--- config.mk ---
export PLATFORM = sky130hd
export DESIGN_NAME = per2axi_res_channel
export DESIGN_NICKNAME = d
export VERILOG_FILES = /design/src/rtl/per2axi_res_channel.sv
export SDC_FILE = /design/constraint.sdc
export NUM_CORES = 1
export LEC_CHECK = 0
export ABC_AREA = 1
export CELL_PAD_IN_SITES_DETAIL_PLACEMENT = 1
export CELL_PAD_IN_SITES_GLOBAL_PLACEMENT = 2
export CORE_ASPECT_RATIO = 1.25
export CORE_UTILIZATION = 22
export DETAILED_ROUTE_END_ITERATION = 16
export HOLD_SLACK_MARGIN = 0.08
export PLACE_DENSITY = 0.81
export SLEW_MARGIN = 30
export SYNTH_ARGS = -nofsm -noshare
export SYNTH_HDL_FRONTEND = slang
export SYNTH_SLANG_ARGS = --single-unit
export TNS_END_PERCENT = 50
--- constraint.sdc ---
create_clock -name clk_i -period 3.3 [get_ports clk_i]
set_clock_uncertainty 0.1 [all_clocks]
set_input_delay 0.99 -clock clk_i [delete_from_list [all_inputs] [get_ports clk_i]]
set_output_delay 0.99 -clock clk_i [all_outputs]
set_load 0.02 [all_outputs]
--- src/rtl/per2axi_res_channel.sv ---
`default_nettype none
// ============================================================================
// per2axi_res_channel : AXI R/B beats -> single-cycle peripheral responses
// Revision: 1.0
// ============================================================================
module per2axi_res_channel #(
  parameter int NB_CORES       = 4,
  parameter int PER_ID_WIDTH   = 5,
  parameter int AXI_ADDR_WIDTH = 32,
  parameter int AXI_DATA_WIDTH = 64,
  parameter int AXI_USER_WIDTH = 6,
  parameter int AXI_ID_WIDTH   = 3
) (
  input  logic                      clk_i,
  input  logic                      rst_i,
  output logic                      per_slave_r_valid_o,
  output logic                      per_slave_r_opc_o,
  output logic [PER_ID_WIDTH-1:0]   per_slave_r_id_o,
  output logic [31:0]               per_slave_r_rdata_o,
  input  logic                      trans_req_i,
  input  logic [AXI_ID_WIDTH-1:0]   trans_id_i,
  input  logic [AXI_ADDR_WIDTH-1:0] trans_add_i,
  input  logic                      axi_master_r_valid_i,
  input  logic [AXI_DATA_WIDTH-1:0] axi_master_r_data_i,
  input  logic [1:0]                axi_master_r_resp_i,
  input  logic                      axi_master_r_last_i,
  input  logic [AXI_ID_WIDTH-1:0]   axi_master_r_id_i,
  input  logic [AXI_USER_WIDTH-1:0] axi_master_r_user_i,
  output logic                      axi_master_r_ready_o,
  input  logic                      axi_master_b_valid_i,
  input  logic [1:0]                axi_master_b_resp_i,
  input  logic [AXI_ID_WIDTH-1:0]   axi_master_b_id_i,
  input  logic [AXI_USER_WIDTH-1:0] axi_master_b_user_i,
  output logic                      axi_master_b_ready_o,
  output logic                      unexp_r_o
);

  localparam int NB_IDS = 2**AXI_ID_WIDTH;

  logic [NB_IDS-1:0]       lane_q, lane_d;
  logic [NB_IDS-1:0]       pend_q, pend_d;
  logic                    valid_q, valid_d;
  logic                    opc_q, opc_d;
  logic                    unexp_q, unexp_d;
  logic [PER_ID_WIDTH-1:0] id_q, id_d;
  logic [31:0]             rdata_q, rdata_d;

  logic r_acc, b_acc, r_in_range, b_in_range, r_upper;
  logic unused_inputs;

  assign unused_inputs = ^{axi_master_r_last_i, axi_master_r_user_i, axi_master_b_user_i,
                           trans_add_i[AXI_ADDR_WIDTH-1:3], trans_add_i[1:0],
                           axi_master_r_data_i[AXI_DATA_WIDTH-1:0]};

  // R always wins the response slot; B is held off while R is presented.
  assign axi_master_r_ready_o = ~rst_i;
  assign axi_master_b_ready_o = ~rst_i & ~axi_master_r_valid_i;

  assign r_acc      = axi_master_r_valid_i & axi_master_r_ready_o;
  assign b_acc      = axi_master_b_valid_i & axi_master_b_ready_o;
  assign r_in_range = 32'(axi_master_r_id_i) < PER_ID_WIDTH;
  assign b_in_range = 32'(axi_master_b_id_i) < PER_ID_WIDTH;
  // A stale lane bit from an already-retired read must not steer unexpected data.
  assign r_upper    = lane_q[axi_master_r_id_i] & pend_q[axi_master_r_id_i];

  always_comb begin
    lane_d  = lane_q;
    pend_d  = pend_q;
    valid_d = 1'b0;
    unexp_d = 1'b0;
    opc_d   = opc_q;
    id_d    = id_q;
    rdata_d = rdata_q;

    if (r_acc) begin
      unexp_d                   = ~pend_q[axi_master_r_id_i];
      pend_d[axi_master_r_id_i] = 1'b0;
      if (r_in_range) begin
        valid_d = 1'b1;
        opc_d   = axi_master_r_resp_i[1];
        id_d    = PER_ID_WIDTH'(1) << axi_master_r_id_i;
        rdata_d = r_upper ? axi_master_r_data_i[63:32] : axi_master_r_data_i[31:0];
      end
    end else if (b_acc && b_in_range) begin
      valid_d = 1'b1;
      opc_d   = axi_master_b_resp_i[1];
      id_d    = PER_ID_WIDTH'(1) << axi_master_b_id_i;
      rdata_d = 32'h0;
    end

    // Applied after the R clear so a same-cycle re-issue leaves the ID pending.
    if (trans_req_i) begin
      lane_d[trans_id_i] = trans_add_i[2];
      pend_d[trans_id_i] = 1'b1;
    end
  end

  always_ff @(posedge clk_i or posedge rst_i) begin
    if (rst_i) begin
      lane_q  <= '0;
      pend_q  <= '0;
      valid_q <= 1'b0;
      opc_q   <= 1'b0;
      unexp_q <= 1'b0;
      id_q    <= '0;
      rdata_q <= '0;
    end else begin
      lane_q  <= lane_d;
      pend_q  <= pend_d;
      valid_q <= valid_d;
      opc_q   <= opc_d;
      unexp_q <= unexp_d;
      id_q    <= id_d;
      rdata_q <= rdata_d;
    end
  end

  assign per_slave_r_valid_o = valid_q;
  assign per_slave_r_opc_o   = opc_q;
  assign per_slave_r_id_o    = id_q;
  assign per_slave_r_rdata_o = rdata_q;
  assign unexp_r_o           = unexp_q;

endmodule
`default_nettype wire

==> results of run 1 <==
==> routing by layer <==
metal / wire, um / share of wire
met4: 135 / 0.013
met1: 4250 / 0.40
met3: 336 / 0.032
met2: 5850 / 0.55
met5: 0 / 0
==> power breakdown <==
group	switching, mW	internal [mW]	leakage [nW]
clock network	0.245	0.320	0.0760
logic	0.496	0.416	1.80
registers	0.0690	0.813	0.697
==> what timing repair did <==
| action | 4_1_cts | 5_1_grt |
|---|---|---|
| buffers inserted | 0 | 0 |
| setup endpoints to repair | 1 | 0 |
| resized for setup | 1 | 0 |
==> worst paths after layout <==
| check | cells after the start | end | slack, ps |
|---|---|---|---|
| worst max-delay path | 3 | axi_master_b_ready_o | 270 |
| worst min-delay path | 2 | per_slave_r_rdata_o[12] | 380 |
| worst max register to register | 11 | per_slave_r_rdata_o[18] | 1740 |
| worst min register to register | 2 | per_slave_r_rdata_o[12] | 380 |
| max in group asynchronous | 3 | per_slave_r_rdata_o[2] | 1340 |
| min in group asynchronous | 3 | lane_q[7] | 1280 |
==> Yosys cell counts <==
cell type / instances
sky130_fd_sc_hd__nand2_1: 125
sky130_fd_sc_hd__inv_1: 89
sky130_fd_sc_hd__dfrtp_1: 56
sky130_fd_sc_hd__nand3_1: 45
sky130_fd_sc_hd__nand2_4: 31
sky130_fd_sc_hd__nand3_2: 31
sky130_fd_sc_hd__o21ai_0: 22
sky130_fd_sc_hd__buf_4: 10
sky130_fd_sc_hd__nor2_1: 10
sky130_fd_sc_hd__inv_2: 8
sky130_fd_sc_hd__buf_12: 3
sky130_fd_sc_hd__buf_2: 3
sky130_fd_sc_hd__nand2_8: 3
sky130_fd_sc_hd__nor2_2: 2
sky130_fd_sc_hd__o21ai_1: 2
sky130_fd_sc_hd__a31oi_1: 1
sky130_fd_sc_hd__clkinv_1: 1
sky130_fd_sc_hd__inv_4: 1
sky130_fd_sc_hd__nand2_2: 1
sky130_fd_sc_hd__nor3_1: 1
sky130_fd_sc_hd__or2_1: 1
sky130_fd_sc_hd__or2_2: 1
==> layout by cell type (no fill, tap or decap), drive strengths merged <==
cell / instances
clkinvlp: 1
clkinv: 1
clkdlybuf4s50: 120
a31oi: 1
nand3: 76
dlygate4sd2: 1
or2: 2
nand2: 160
nor2: 12
nor3: 1
dfrtp: 56
inv: 97
buf: 15
clkbuf: 7
o21ai: 24
==> worst max-delay path, cell delays in order <==
cell and delay, ps:
sky130_fd_sc_hd__clkdlybuf4s50_1 460, sky130_fd_sc_hd__nor2_1 140, sky130_fd_sc_hd__dlygate4sd2_1 350
==> through the flow <==
step | instance area [um^2] | worst slack (ps)
2_1_floorplan | 3540 | 126
3_3_place_gp | 5060 | -20.6
6_report | 5210 | 268
5_1_grt | 5210 | 231
4_1_cts | 5210 | 251
3_5_place_dp | 5060 | -21.9
==> state kept, by name, summed over array words and instances, names as in the netlist <==
name                 flops
per_slave_r_valid_o      1
per_slave_r_id_o         5
lane_q                   8
unexp_r_o                1
per_slave_r_rdata_o     32
per_slave_r_opc_o        1
pend_q                   8
==> cell type report <==
class	instances	area (um^2)
clock buffer	7	153
inverter	99	378
timing repair buffer	136	1400
multi-input combinational	276	1610
tap	212	265
sequential	56	1400
fill	1893	10400
==> cells by family after synthesis <==
logic type             after synthesis  synth area share
AND/OR/NAND/NOR                    251             0.420
buffers and inverters              115             0.148
flip-flops                          56             0.396
AO/OA/AOI/OAI                       25            0.0357
==> out/metrics.json, run 1 <==
{
  "status": "finished, final reports clean",
  "wl_per_cell_um": 13.4,
  "finalCritPeriodShare": 0.919,
  "timing.max_slew.rel_slack": 0.501,
  "achievable-frequency_ghz": 0.330,
  "finalHoldWorstSlack_ps": 382,
  "io_buffer_count": 122,
  "postSynthAreaPerCell_um2": 7.92,
  "cp_data_required_time_ps": 2210,
  "ys_types": 22,
  "layout-area-overhead-vs-synth_pct": 47.2,
  "final_cell_count_no_fill": 786,
  "number_of_global_route_vias_before_repair": 3390,
  "grt.busiest_layer": "met2",
  "startpoint_type": "input port",
  "setup_viol": 0,
  "post-route-drc-count": 0,
  "timing.critical_path.fanout_max": 2,
  "floorplan.initialDensity": 0.226,
  "drive_gt1_frac": 0.178,
  "postSynthNetCount": 574,
  "globalRouteTotalUtil": 0.134,
  "setup_total_negative_slack_ps": 0,
  "peakVddDrop_uv": 186,
  "globalRoute.totalOverflow": 0,
  "power_per_cell_area_nw_per_um2": 453,
  "top_level_ports": 169,
  "core-area_um2": 15600,
  "leakage_nw": 2.57,
  "place_inst": 779,
  "nets": 701,
  "timing_hold_violations_final": 0,
  "clkSinkCount": 56,
  "clkTransAtPathRegs_ps": 70,
  "std_cell_rows": 51,
  "grt_use_met2": 0.258,
  "hold_path_startpoint": "per_slave_r_rdata_o[12]",
  "synth.top_cell.area_share": 0.396,
  "die_w_um": 115,
  "ctsHtreeMaxLevel": 2,
  "layout.core_utilization": 0.333,
  "syn_area_um2": 3540,
  "grt_setup_unrepaired": "no",
  "detail_route.wirelength_mm": 10.6,
  "endpoint_kind": "primary output",
  "cts_hold_buf": 0,
  "final_max_slew_viol_count": 0,
  "met3_usage": 0.0198,
  "drt_pass1_iterations": 4,
  "antennaDiodeCount": 0,
  "max_slew.worst_pin.slew_ps": 749,
  "timing.rr.start": "lane_q[7]",
  "synth_top_cell_by_area": "sky130_fd_sc_hd__dfrtp_1",
  "cts_inserted_buffers": 5,
  "worstSetupPathType": "in -> out",
  "total_power_mw": 2.36,
  "drt_first_iter_violations": 75,
  "grt_start_max_net_pins": 57,
  "synth_area_leaders": "sky130_fd_sc_hd__dfrtp_1 40%, sky130_fd_sc_hd__nand2_1 13%, sky130_fd_sc_hd__nand2_4 9.9%",
  "clock_latency_ps": 290,
  "grtUsageMet1": 0.148,
  "antenna_found_initial": 0,
  "drt.antenna.violating_nets": 0,
  "synth_seq_area_share": 0.396,
  "floorplan.die.height_um": 144,
  "routed-via-count": 3154,
  "maxCapViolations": 0,
  "grt_pass1_wl_mm": 17.0,
  "place_congestion": 0.741,
  "cts-root-buf": "sky130_fd_sc_hd__clkbuf_16",
  "yosys_warnings": 0,
  "min-delay-path-class": "reg -> reg",
  "die_area_um2": 16600,
  "tritoncts": "done",
  "critical_path_arrival_ps": 1940,
  "hpwl_mm": 8.05,
  "post_syn_instances": 447,
  "routed_via_count_divided_by_cell_count": 4.01,
  "synth_seq_cells": 56,
  "clock_tree.buffer_depth": 2,
  "critPathLaunch": "rst_i",
  "post_route_minimum_period_ps": 3030
}
(Power assumes the default switching activity.)
==> run 2, diff against run 1 <==
--- a/config.mk
+++ b/config.mk
@@ -8,9 +8,11 @@
 export ABC_AREA = 1
 export CELL_PAD_IN_SITES_DETAIL_PLACEMENT = 1
 export CELL_PAD_IN_SITES_GLOBAL_PLACEMENT = 2
-export CORE_ASPECT_RATIO = 1.25
+export CORE_ASPECT_RATIO = 0.6
 export CORE_UTILIZATION = 22
+export CTS_CLUSTER_SIZE = 16
 export DETAILED_ROUTE_END_ITERATION = 16
+export GPL_TIMING_DRIVEN = 1
 export HOLD_SLACK_MARGIN = 0.08
 export PLACE_DENSITY = 0.81
 export SLEW_MARGIN = 30
==> run 2 against run 1 <==
Net effect: the flow now finishes with violations (DRC); via count increased by 1.7%; critical path depth unchanged; fmax decreased by 4.8%; first-iteration DRC count increased by 44%; combinational power increased by 1%; global-route usage increased by 1.2 points; register-to-register slack got worse by 80 ps; routed wire length increased by 8.2%; worst setup slack got worse by 150 ps; critical path type unchanged.
==> out/metrics.json, run 2 (synthesized netlist as in run 1, its figures left out) <==
{
  "final_cell_count_no_fill": 778,
  "cp_data_required_time_ps": 2210,
  "timing.critical_path.fanout_max": 2,
  "wl_per_cell_um": 14.7,
  "status": "finished with violations",
  "crit_slowest_cell": "sky130_fd_sc_hd__clkdlybuf4s50_1",
  "cts.repair.resized": 2,
  "ctsHtreeMaxLevel": 2,
  "critical_path_arrival_ps": 2100,
  "drt.antenna.violating_nets": 0,
  "globalRouteTotalUtil": 0.146,
  "clock_tree.buffer_depth": 2,
  "globalRoute.totalOverflow": 0,
  "post-route-drc-count": 8,
  "place_inst": 771,
  "top_level_ports": 169,
  "floorplan.initialDensity": 0.228,
  "instance_area_after_placement_um2": 5070,
  "cts-root-buf": "sky130_fd_sc_hd__clkbuf_16",
  "postCtsSetupRepairBufs": 0,
  "timing_hold_violations_final": 0,
  "most-common-layout-cells": "125 x sky130_fd_sc_hd__nand2_1, 120 x sky130_fd_sc_hd__clkdlybuf4s50_1, 87 x sky130_fd_sc_hd__inv_1",
  "critPathLaunch": "rst_i",
  "routed_via_count_divided_by_cell_count": 4.12,
  "largest_reg_flops": 32,
  "core-area_um2": 15500,
  "min-delay-path-class": "reg -> reg",
  "nets": 702,
  "timing.max_slew.rel_slack": 0.628,
  "placement.setup.worst_slack_ps": -111,
  "critical_path.max_stage_delay_ps": 550,
  "timing.rr.start": "lane_q[6]",
  "seq_area_um2": 1400,
  "worst_slack_ps": 115,
  "io_buffer_count": 122,
  "cts_hold_buf": 0,
  "worstPathCellList": "clkdlybuf4s50_1, clkinvlp_4, dlygate4sd2_1",
  "post_route_minimum_period_ps": 3190,
  "hpwl_mm": 8.91,
  "die_w_um": 166,
  "clkTransAtPathRegs_ps": 70,
  "grt_start_max_net_pins": 41,
  "peakVddDrop_uv": 197,
  "failing_checks": "DRC",
  "leakage_nw": 2.58,
  "die_area_um2": 16600,
  "worstSetupPathType": "in -> out",
  "clkSinkCount": 56,
  "power_per_cell_area_nw_per_um2": 458,
  "crit_family": "buffers and inverters",
  "cts_inserted_buffers": 5,
  "clock_latency_ps": 300,
  "final_cell_area_um2": 5220,
  "place_congestion": 0.777,
  "max_slew.worst_pin.slew_ps": 558,
  "multi_input_comb_area_um2": 1610,
  "finalHoldWorstSlack_ps": 383,
  "achievable-frequency_ghz": 0.314,
  "hold_path_startpoint": "per_slave_r_rdata_o[18]",
  "drt_pass1_iterations": 11,
  "tritoncts": "done",
  "std_cell_rows": 35,
  "startpoint_type": "input port",
  "crit_buf_inv": 3,
  "finalCritPeriodShare": 0.965,
  "antenna_found_initial": 1,
  "grt_setup_unrepaired": "no",
  "setup_viol": 0,
  "drt_first_iter_violations": 108,
  "routed-via-count": 3209,
  "antennaDiodeCount": 0,
  "endpoint_kind": "primary output",
  "number_of_global_route_vias_before_repair": 3527,
  "layout-area-overhead-vs-synth_pct": 47.4,
  "layout_commonest_cell": "sky130_fd_sc_hd__nand2_1",
  "detail_route.wirelength_mm": 11.4,
  "final_max_slew_viol_count": 0,
  "maxCapViolations": 0,
  "drive_gt1_frac": 0.177,
  "floorplan.die.height_um": 100,
  "layout.core_utilization": 0.336,
  "total_power_mw": 2.39,
  "setup_total_negative_slack_ps": 0,
  "num-fill-cells": 1837,
  "grt_pass1_wl_mm": 18.9
}
[run 2: cell count changes in the layout (fill, tap and decap cells not counted)]
cell / previous run / this run
sky130_fd_sc_hd__dlygate4sd2_1: 1 / 2
sky130_fd_sc_hd__buf_12: 6 / 7
sky130_fd_sc_hd__buf_4: 9 / 8
[run 2: routing by layer]
| metal | track usage | routed length (um) | part of all wire |
|---|---|---|---|
| met4 | 0.0230 | 64 | 0.0056 |
| met1 | 0.200 | 5500 | 0.48 |
| met2 | 0.228 | 4940 | 0.43 |
| met3 | 0.0473 | 939 | 0.082 |
| met5 | 0 | 0 | 0 |
[run 2: path summary, 6_finish.rpt]
path                       slack [ps]  depth (start not counted)                 endpoint
max                               110                          3     axi_master_r_ready_o
min                               380                          2  per_slave_r_rdata_o[18]
max reg2reg                      1660                         11   per_slave_r_rdata_o[9]
min reg2reg                       380                          2  per_slave_r_rdata_o[18]
max in group asynchronous        1140                          4  per_slave_r_rdata_o[11]
min in group asynchronous        1130                          3        per_slave_r_opc_o
[run 2: worst min-delay path, cell delays in order (launching register included)]
cell	delay, ps
sky130_fd_sc_hd__dfrtp_1	350
sky130_fd_sc_hd__nand2_1	50
sky130_fd_sc_hd__nand2_1	50
[run 2: layout make-up]
type	count	area share
sequential	56	0.269
inverter	99	0.0724
clock buffer	7	0.0292
multi-input combinational	276	0.309
tap	203	0.0487
timing repair buffer	137	0.272
[run 2: power by group]
part / switching [mW] / total, mW / internal, mW
combinational: 0.503 / 0.925 / 0.422
clock: 0.256 / 0.576 / 0.320
sequential: 0.0761 / 0.889 / 0.813
